File: src/rtl/lenet_pkg.sv
// lenet_pkg: shared image geometry and pixel/window types for the LeNet front end
package lenet_pkg;
    localparam int IMG_W = 28;
    localparam int IMG_H = 28;
    localparam int K = 5;
    localparam int DW = 8;
    typedef logic signed [DW-1:0] pixel_t;
    typedef pixel_t win_t [K][K];
endpackage

File: src/rtl/conv_window_gen_line_buffer.sv
// line_buffer: one image row of pixels, read-before-write at a shared column index
module line_buffer
    import lenet_pkg::*;
(
    input logic clk,
    input logic we,
    input logic [$clog2(IMG_W)-1:0] addr,
    input pixel_t din,
    output pixel_t dout
);
    pixel_t mem [IMG_W];
    assign dout = mem[addr];
    // old pixel at this column is read combinationally, then replaced on the edge
    always_ff @(posedge clk) begin
        if (we) mem[addr] <= din;
    end
endmodule

File: src/rtl/conv_window_gen.sv
// conv_window_gen: KxK sliding-window generator over a raster image; optional s_last framing check under WINGEN_FRAME_CHK_EN
module conv_window_gen
    import lenet_pkg::*;
(
    input logic clk,
    input logic rst,
    input logic s_valid,
    output logic s_ready,
    input logic [DW-1:0] s_data,
    input logic s_last,
    output logic m_valid,
    input logic m_ready,
    output logic [K*K*DW-1:0] m_win,
    output logic m_last,
    output logic frame_err
);
    localparam int CW = $clog2(IMG_W);
    localparam int RW = $clog2(IMG_H);
    localparam logic [CW-1:0] C_MAX = CW'(IMG_W - 1);
    localparam logic [CW-1:0] C_WIN = CW'(K - 1);
    localparam logic [RW-1:0] R_MAX = RW'(IMG_H - 1);
    localparam logic [RW-1:0] R_WIN = RW'(K - 1);
    logic [CW-1:0] col;
    logic [RW-1:0] row;
    logic acc, emit, at_end, resync;
    pixel_t lb_out [K-1];
    pixel_t right [K];
    win_t win, win_nxt;
    logic [K*K*DW-1:0] win_flat;
    assign s_ready = !m_valid || m_ready;
    assign acc = s_valid && s_ready;
    assign emit = row >= R_WIN && col >= C_WIN;
    assign at_end = row == R_MAX && col == C_MAX;
    genvar g;
    for (g = 0; g < K-1; g++) begin : g_lb
        if (g == 0) begin : g_head
            line_buffer u_lb (.clk(clk), .we(acc), .addr(col), .din(pixel_t'(s_data)), .dout(lb_out[g]));
        end else begin : g_tail
            line_buffer u_lb (.clk(clk), .we(acc), .addr(col), .din(lb_out[g-1]), .dout(lb_out[g]));
        end
    end
    // next window: shift left one column, new right column has the oldest row on top and s_data at the bottom
    always_comb begin
        right[K-1] = pixel_t'(s_data);
        for (int i = 0; i < K-1; i++) right[i] = lb_out[K-2-i];
        win_flat = '0;
        for (int i = 0; i < K; i++) begin
            for (int j = 0; j < K-1; j++) win_nxt[i][j] = win[i][j+1];
            win_nxt[i][K-1] = right[i];
            for (int j = 0; j < K; j++) win_flat[(i*K+j)*DW +: DW] = win_nxt[i][j];
        end
    end
`ifdef WINGEN_FRAME_CHK_EN
    assign resync = s_last;
    // sticky error whenever s_last disagrees with the counter position
    always_ff @(posedge clk) begin
        if (rst) frame_err <= 1'b0;
        else if (acc && (s_last != at_end)) frame_err <= 1'b1;
    end
`else
    logic unused_last;
    assign unused_last = s_last;
    assign resync = 1'b0;
    assign frame_err = 1'b0;
`endif
    // raster position of the next pixel to be accepted
    always_ff @(posedge clk) begin
        if (rst) begin
            row <= '0;
            col <= '0;
        end else if (acc) begin
            if (resync || at_end) begin
                row <= '0;
                col <= '0;
            end else if (col == C_MAX) begin
                row <= row + 1'b1;
                col <= '0;
            end else begin
                col <= col + 1'b1;
            end
        end
    end
    // window register is never cleared; column gating guarantees K fresh columns before use
    always_ff @(posedge clk) begin
        if (acc) win <= win_nxt;
    end
    // output register: load a complete window, hold under backpressure, drop when taken
    always_ff @(posedge clk) begin
        if (rst) begin
            m_valid <= 1'b0;
            m_win <= '0;
            m_last <= 1'b0;
        end else if (acc && emit) begin
            m_valid <= 1'b1;
            m_win <= win_flat;
            m_last <= at_end;
        end else if (m_ready) begin
            m_valid <= 1'b0;
            m_last <= 1'b0;
        end
    end
endmodule
File: config.mk
export PLATFORM = sky130hd
export DESIGN_NAME = conv_window_gen
export DESIGN_NICKNAME = d
export VERILOG_FILES = /design/src/rtl/lenet_pkg.sv /design/src/rtl/conv_window_gen_line_buffer.sv /design/src/rtl/conv_window_gen.sv
export SDC_FILE = /design/constraint.sdc
export NUM_CORES = 1
export LEC_CHECK = 0
export ABC_AREA = 1
export BUFFER_PORTS_ARGS = -buffer_cell sky130_fd_sc_hd__buf_2
export CORE_UTILIZATION = 30
export DETAILED_ROUTE_END_ITERATION = 6
export GPL_ROUTABILITY_DRIVEN = 0
export GPL_TIMING_DRIVEN = 0
export MAX_ROUTING_LAYER = met4
export PLACE_DENSITY = 0.49
export SLEW_MARGIN = 20
export SYNTH_ARGS = -nofsm -noshare
export SYNTH_HDL_FRONTEND = slang
export SYNTH_HIERARCHICAL = 1
export SYNTH_SLANG_ARGS = --single-unit
File: constraint.sdc
create_clock -name clk -period 9.2 [get_ports clk]
set_clock_uncertainty 0.2 [all_clocks]
set_input_delay 1.38 -clock clk [delete_from_list [all_inputs] [get_ports clk]]
set_output_delay 1.38 -clock clk [all_outputs]
set_load 0.02 [all_outputs]
# Yosys cells after proc, flatten, opt, wreduce, memory -nomap -nowiden
# Memory sizes are Yosys's and may differ from the RTL's. A register that Yosys moved wholly into a read port is not among the register bits.
# Cells that the tools add are included.
# op_classes
n_reduce_logical	9
mux	17
n_lt_le_gt_ge	2
n_addsub	2
eq_ne	2
# op_table
cell	n
$mux W5	12
$add A5 B1 Y5 const B	2
$eq A5 B5 Y1 const B	2
$ge A5 B3 Y1 const B	2
$mux W1	5
$logic_and A1 B1 Y1	4
$reduce_bool A2 Y1	2
$reduce_and A2 Y1	1
$logic_not A1 Y1	1
$logic_or A1 B1 Y1	1
# word_totals
ramBits	896
out_inout_bits	204
input_bits	13
n_memories	4
wordCells	61
register_bits	372
# mem_list
memory	words	width	read_ports	rd_clocked_by_memory_dff	wr	line	text
g_lb[0].g_head.u_lb.mem	28	8	1	1	1	conv_window_gen_line_buffer.sv:11	pixel_t mem [IMG_W];
g_lb[1].g_tail.u_lb.mem	28	8	1	1	1	conv_window_gen_line_buffer.sv:11	
g_lb[2].g_tail.u_lb.mem	28	8	1	1	1	conv_window_gen_line_buffer.sv:11	
g_lb[3].g_tail.u_lb.mem	28	8	1	1	1	conv_window_gen_line_buffer.sv:11	

# Longest topological paths before layout
# logic_depth
ltp_word	5
depth_mapped	16
ltp_nobuf	13

# Cells and area by module
# Netlist, hierarchy kept.
# by_module_without_submodules
module	seq_area_each_um2	n_inst	cells_each	area_each_um2
line_buffer	6726.5	4	909	9414.0
conv_window_gen	9048.7	1	1530	13928.4

# Worst setup path after synthesis
# OpenSTA, ideal clock, no wires.
# synth_path
path_kind	input to register
start	input port s_valid
end	memory g_lb[0].g_head.u_lb/mem[13][0] (netlist bit), enable pin
path_stages	4
n_path_buf	1
required_time_ns	8.627
slack_ns	3.821
arrival_ns	4.807
setup_time_ns	0.373
cell_sequence	a21boi_1 > buf_2 > nand3_1 > nor2_1
# synth_between
elab_chain_len	3
# synth_rtl
item	line	text
from (decl)	conv_window_gen.sv:7	input logic s_valid,
$logic_and A1 B1 Y1	conv_window_gen.sv:31	assign acc = s_valid && s_ready;
named net acc	conv_window_gen.sv:25	logic acc, emit, at_end, resync;
$mux W1	conv_window_gen_line_buffer.sv:15	if (we) mem[addr] <= din;
$mux W1 (not written as such)	conv_window_gen_line_buffer.sv:15	
to (decl)	conv_window_gen_line_buffer.sv:11	
# The timed path passes the listed nets, and every way through them passes these cells.

# Worst setup path after layout
# layout_path
start	input port m_ready
end	memory g_lb[2].g_tail.u_lb/mem[17][6] (netlist bit), enable pin
# layout_between
elab_chain_len	4
# layout_rtl
item	line	text
from (decl)	conv_window_gen.sv:12	input logic m_ready,
$logic_or A1 B1 Y1	conv_window_gen.sv:30	assign s_ready = !m_valid || m_ready;
$logic_and A1 B1 Y1	conv_window_gen.sv:31	
named net acc	conv_window_gen.sv:25	
$mux W1	conv_window_gen_line_buffer.sv:15	
$mux W1 (not written as such)	conv_window_gen_line_buffer.sv:15	
to (decl)	conv_window_gen_line_buffer.sv:11	
# The timed path passes the listed nets, and every way through them passes these cells.

==> flow_metrics.tcl <==
set metrics [dict create \
    status "finished, final reports clean" \
    total_die_area_um2 174000 \
    clock_tree_from_tritoncts "built" \
    path_cells "buf_2, inv_2, a21boi_1, buf_8, buf_16, buf_16, nand3_1, nor2_1" \
    crit_path_start_kind "input port" \
    worst-slew-pin-transition_ns 1.10 \
    crit_path_max_incr_delay_ns 0.97 \
    drv_slew 0 \
    initialDrtViolationCount 2559 \
    setup_repair_after_global_routing_missed_its_margin "no" \
    mean_instance_size_in_the_synthesized_netlist_um2 9.99 \
    synth.lib_cells_used.distinct 28 \
    cts-hold-fix-buffers 0 \
    cts.root.buffer_cell "clkbuf_16" \
    critical_path.endpoint "g_lb[2].g_tail.u_lb/mem[17][6]$_DFFE_PP_" \
    dr.pass1.iters 5 \
    synth_largest_type_area_fraction_pct 61.5 \
    synthesis.nets 5183 \
    cts_num_sinks 1268 \
    setup.worst_path.end_class "register" \
    clkLatencyLatePin_ns 0.78 \
    syn-instance-count 5166 \
    finalCoreUtilization_pct 35.5 \
    rr_startpoint "m_valid$_SDFFE_PP0P_" \
    cts-buffers-inserted 141 \
    setup_violations 0 \
    ff2ff_path_depth 6 \
    placeableCoreArea_um2 170000 \
    fp-row-count 151 \
    cell_types_with_the_largest_area_share_after_synthesis "edfxtp_1, nand2_1, dfxtp_1, nor2_1, inv_1" \
    total_leakage_power_nw 25.2 \
    n_fill_cell 17200 \
    ant_nets 0 \
    seq_area_frac_synth_pct 69.7 \
    grt_pass1_wl_um 214000 \
    chipHeight_um 417 \
    areaGrowthSynthToFinish_pct 16.9 \
    route.detailed.drc 0 \
    routed_via_density 4.42 \
    timing.critical_path.mode_cell "buf_16" \
    initial_utilization_pct 30.3 \
    dpl_wire_length_um 96500 \
    power_density_nw_per_um2 215 \
    num_vias 34800 \
    antenna_found_initial 3 \
    vdd.ir_drop.worst_v 0.000167 \
    finalNetCount 5556 \
    finalInstanceArea_um2 60300 \
    die_w_um 417 \
    synth_top_area_cell "edfxtp_1" \
    rr_endpoint "g_lb[2].g_tail.u_lb/mem[17][6]$_DFFE_PP_" \
    overflow 0 \
    grt_max_degree 69 \
    required_arrival_time_at_the_worst_endpoint_ns 9.37 \
    first_global_vias 33600 \
    final_layout_size_suffix_gt1_share_pct 11.6 \
    track_usage_pct 17.0 \
    dpl-instance-area_um2 55900 \
    aggregate_routed_wire_length_um 145000 \
    timing.reg2reg.setup_slack_ns 5.22 \
    maxClockFrequency_mhz 230 \
    ioPinCount 217 \
    postCtsResizedCells 0 \
    final_min_period_over_clock_period_pct 47.2 \
    cts_max_path_buffers 3 \
    hp-class "reg2reg" \
    finalHoldViolations 0 \
    top_fanout_value_on_the_critical_path 68 \
    timing.slew.headroom_pct 26.6 \
    crit_slowest_cell "nor2_1" \
    clkSlewWorstSetupHoldPaths_ns 0.06 \
    crit_arrival_ns 4.51 \
    timing.final.crit_period_ns 4.34 \
    cts_post_setup_buffers_inserted 0 \
    postSynthRegisterBits 1268 \
    synth_area_um2 51600 \
    post_route_setup_tns_ns 0 \
    cts_max_level 4 \
    port-buffer-count 214 \
    criticalPathCategory "in2reg" \
    wl_cell_um 18.4 \
    yosysWarnings 6 \
    maxCapViolCount 0 \
    critical_path_source "m_ready" \
]
-- cell usage in the layout (no fill, tap or decap), drive strengths merged, types with 3 or more instances in the layout --
cell type	instances
nand2	2660
edfxtp	1056
nor2	670
buf	405
inv	270
clkbuf	231
dfxtp	212
clkinv	50
nand3	42
nor3	24
nand4	6
bufinv	5
a21oi	4
ha	4
o21ai	4
diode	3
clkinvlp	3
-- state kept, by name (all words and copies together) (netlist names) --
name and cells:
g_lb.g_tail.u_lb/mem 672, win 160, g_lb.g_head.u_lb/mem 224, m_last 1, m_win 200, row 5, m_valid 1, col 5
-- per-stage QoR --
step	power (W)	cells	worst slack (ns)	hold slack, ns
2_1_floorplan	0.00714	5166	3.82	0.226
3_3_place_gp	0.00762	7598	1.04	0.231
3_5_place_dp	0.00767	7614	4.14	0.232
4_1_cts	0.0131	7867	4.95	0.235
5_1_grt	0.0134	7867	4.75	0.242
6_report	0.0130	7870	4.86	0.243
-- routing by layer --
metal	track usage (%)	wire, um	share of wire, %	vias to the layer above
li1	-	-	-	17200
met1	22.7	66100	46	16600
met3	2.44	7460	5.2	214
met2	26.7	67400	47	882
met5	-	0	0	-
met4	5.01	3740	2.6	0
-- logic make-up (layout without fill, tap and decap cells) --
family / Yosys count / after routing / share of synthesized area (%)
simple gates: 3402 / 3402 / 25.2
compound gates: 9 / 9 / 0.0922
buf+inv: 481 / 964 / 4.85
other cells: 1 / 4 / 0.00727
fa+ha+maj: 4 / 4 / 0.0970
flops: 1268 / 1268 / 69.7
xor+xnor: 1 / 1 / 0.0170
-- worst max-delay path, delay by kind of cell --
family / cells / cell delay, ns
AO/OA/AOI/OAI: 1 / 0.32
buffers and inverters: 5 / 1.23
AND/OR/NAND/NOR: 2 / 1.39
-- area by class of cell --
class / instances / area, um^2 / area share (%)
Clock inverter: 63 / 623 / 1.03
Tap cell: 2218 / 2780 / 4.60
Clock buffer: 190 / 3810 / 6.32
Timing Repair Buffer: 230 / 1440 / 2.38
Sequential cell: 1268 / 36000 / 59.6
Antenna cell: 3 / 7.51 / 0.0124
Multi-Input combinational cell: 3417 / 13200 / 21.9
Inverter: 265 / 995 / 1.65
Buffer: 216 / 1520 / 2.52
-- power breakdown --
part	switching [W]	total, W	leakage (nW)	internal (W)
clock network	0.00235	0.00543	2.17	0.00308
registers	0.0000480	0.00650	11.4	0.00645
logic	0.000804	0.00104	11.7	0.000233
total	0.00320	0.0130	25.2	0.00977
-- worst min-delay path by stage --
stage	from	endpoint	slack, ns	cells past startpoint
finish	win[127]$_DFFE_PP_	win[135]$_DFFE_PP_	0.24	0
global route	win[81]$_DFFE_PP_	win[89]$_DFFE_PP_	0.24	0
CTS	win[176]$_DFFE_PP_	win[184]$_DFFE_PP_	0.24	0
detailed placement	win[4]$_DFFE_PP_	win[12]$_DFFE_PP_	0.23	0
global placement	win[48]$_DFFE_PP_	win[56]$_DFFE_PP_	0.23	0
floorplan	win[92]$_DFFE_PP_	win[100]$_DFFE_PP_	0.23	0
-- cell usage after synthesis --
| cell | n |
|---|---|
| nand2_1 | 2656 |
| edfxtp_1 | 1056 |
| nor2_1 | 660 |
| inv_1 | 246 |
| dfxtp_1 | 212 |
| buf_2 | 73 |
| nand3_1 | 42 |
| clkbuf_1 | 41 |
| buf_6 | 34 |
| buf_4 | 25 |
| buf_1 | 21 |
| buf_8 | 20 |
| nor3_2 | 20 |
| inv_2 | 15 |
| nor2_2 | 9 |
| nand4_1 | 6 |
| a21oi_1 | 4 |
| clkinv_1 | 4 |
| ha_1 | 4 |
| nand2_2 | 4 |
| nor3_1 | 4 |
| o21ai_0 | 3 |
| buf_12 | 2 |
| a21boi_1 | 1 |
| conb_1 | 1 |
| nor2_8 | 1 |
| o21ai_1 | 1 |
| xor2_1 | 1 |
Note: power is estimated with default switching activity, not from simulation.
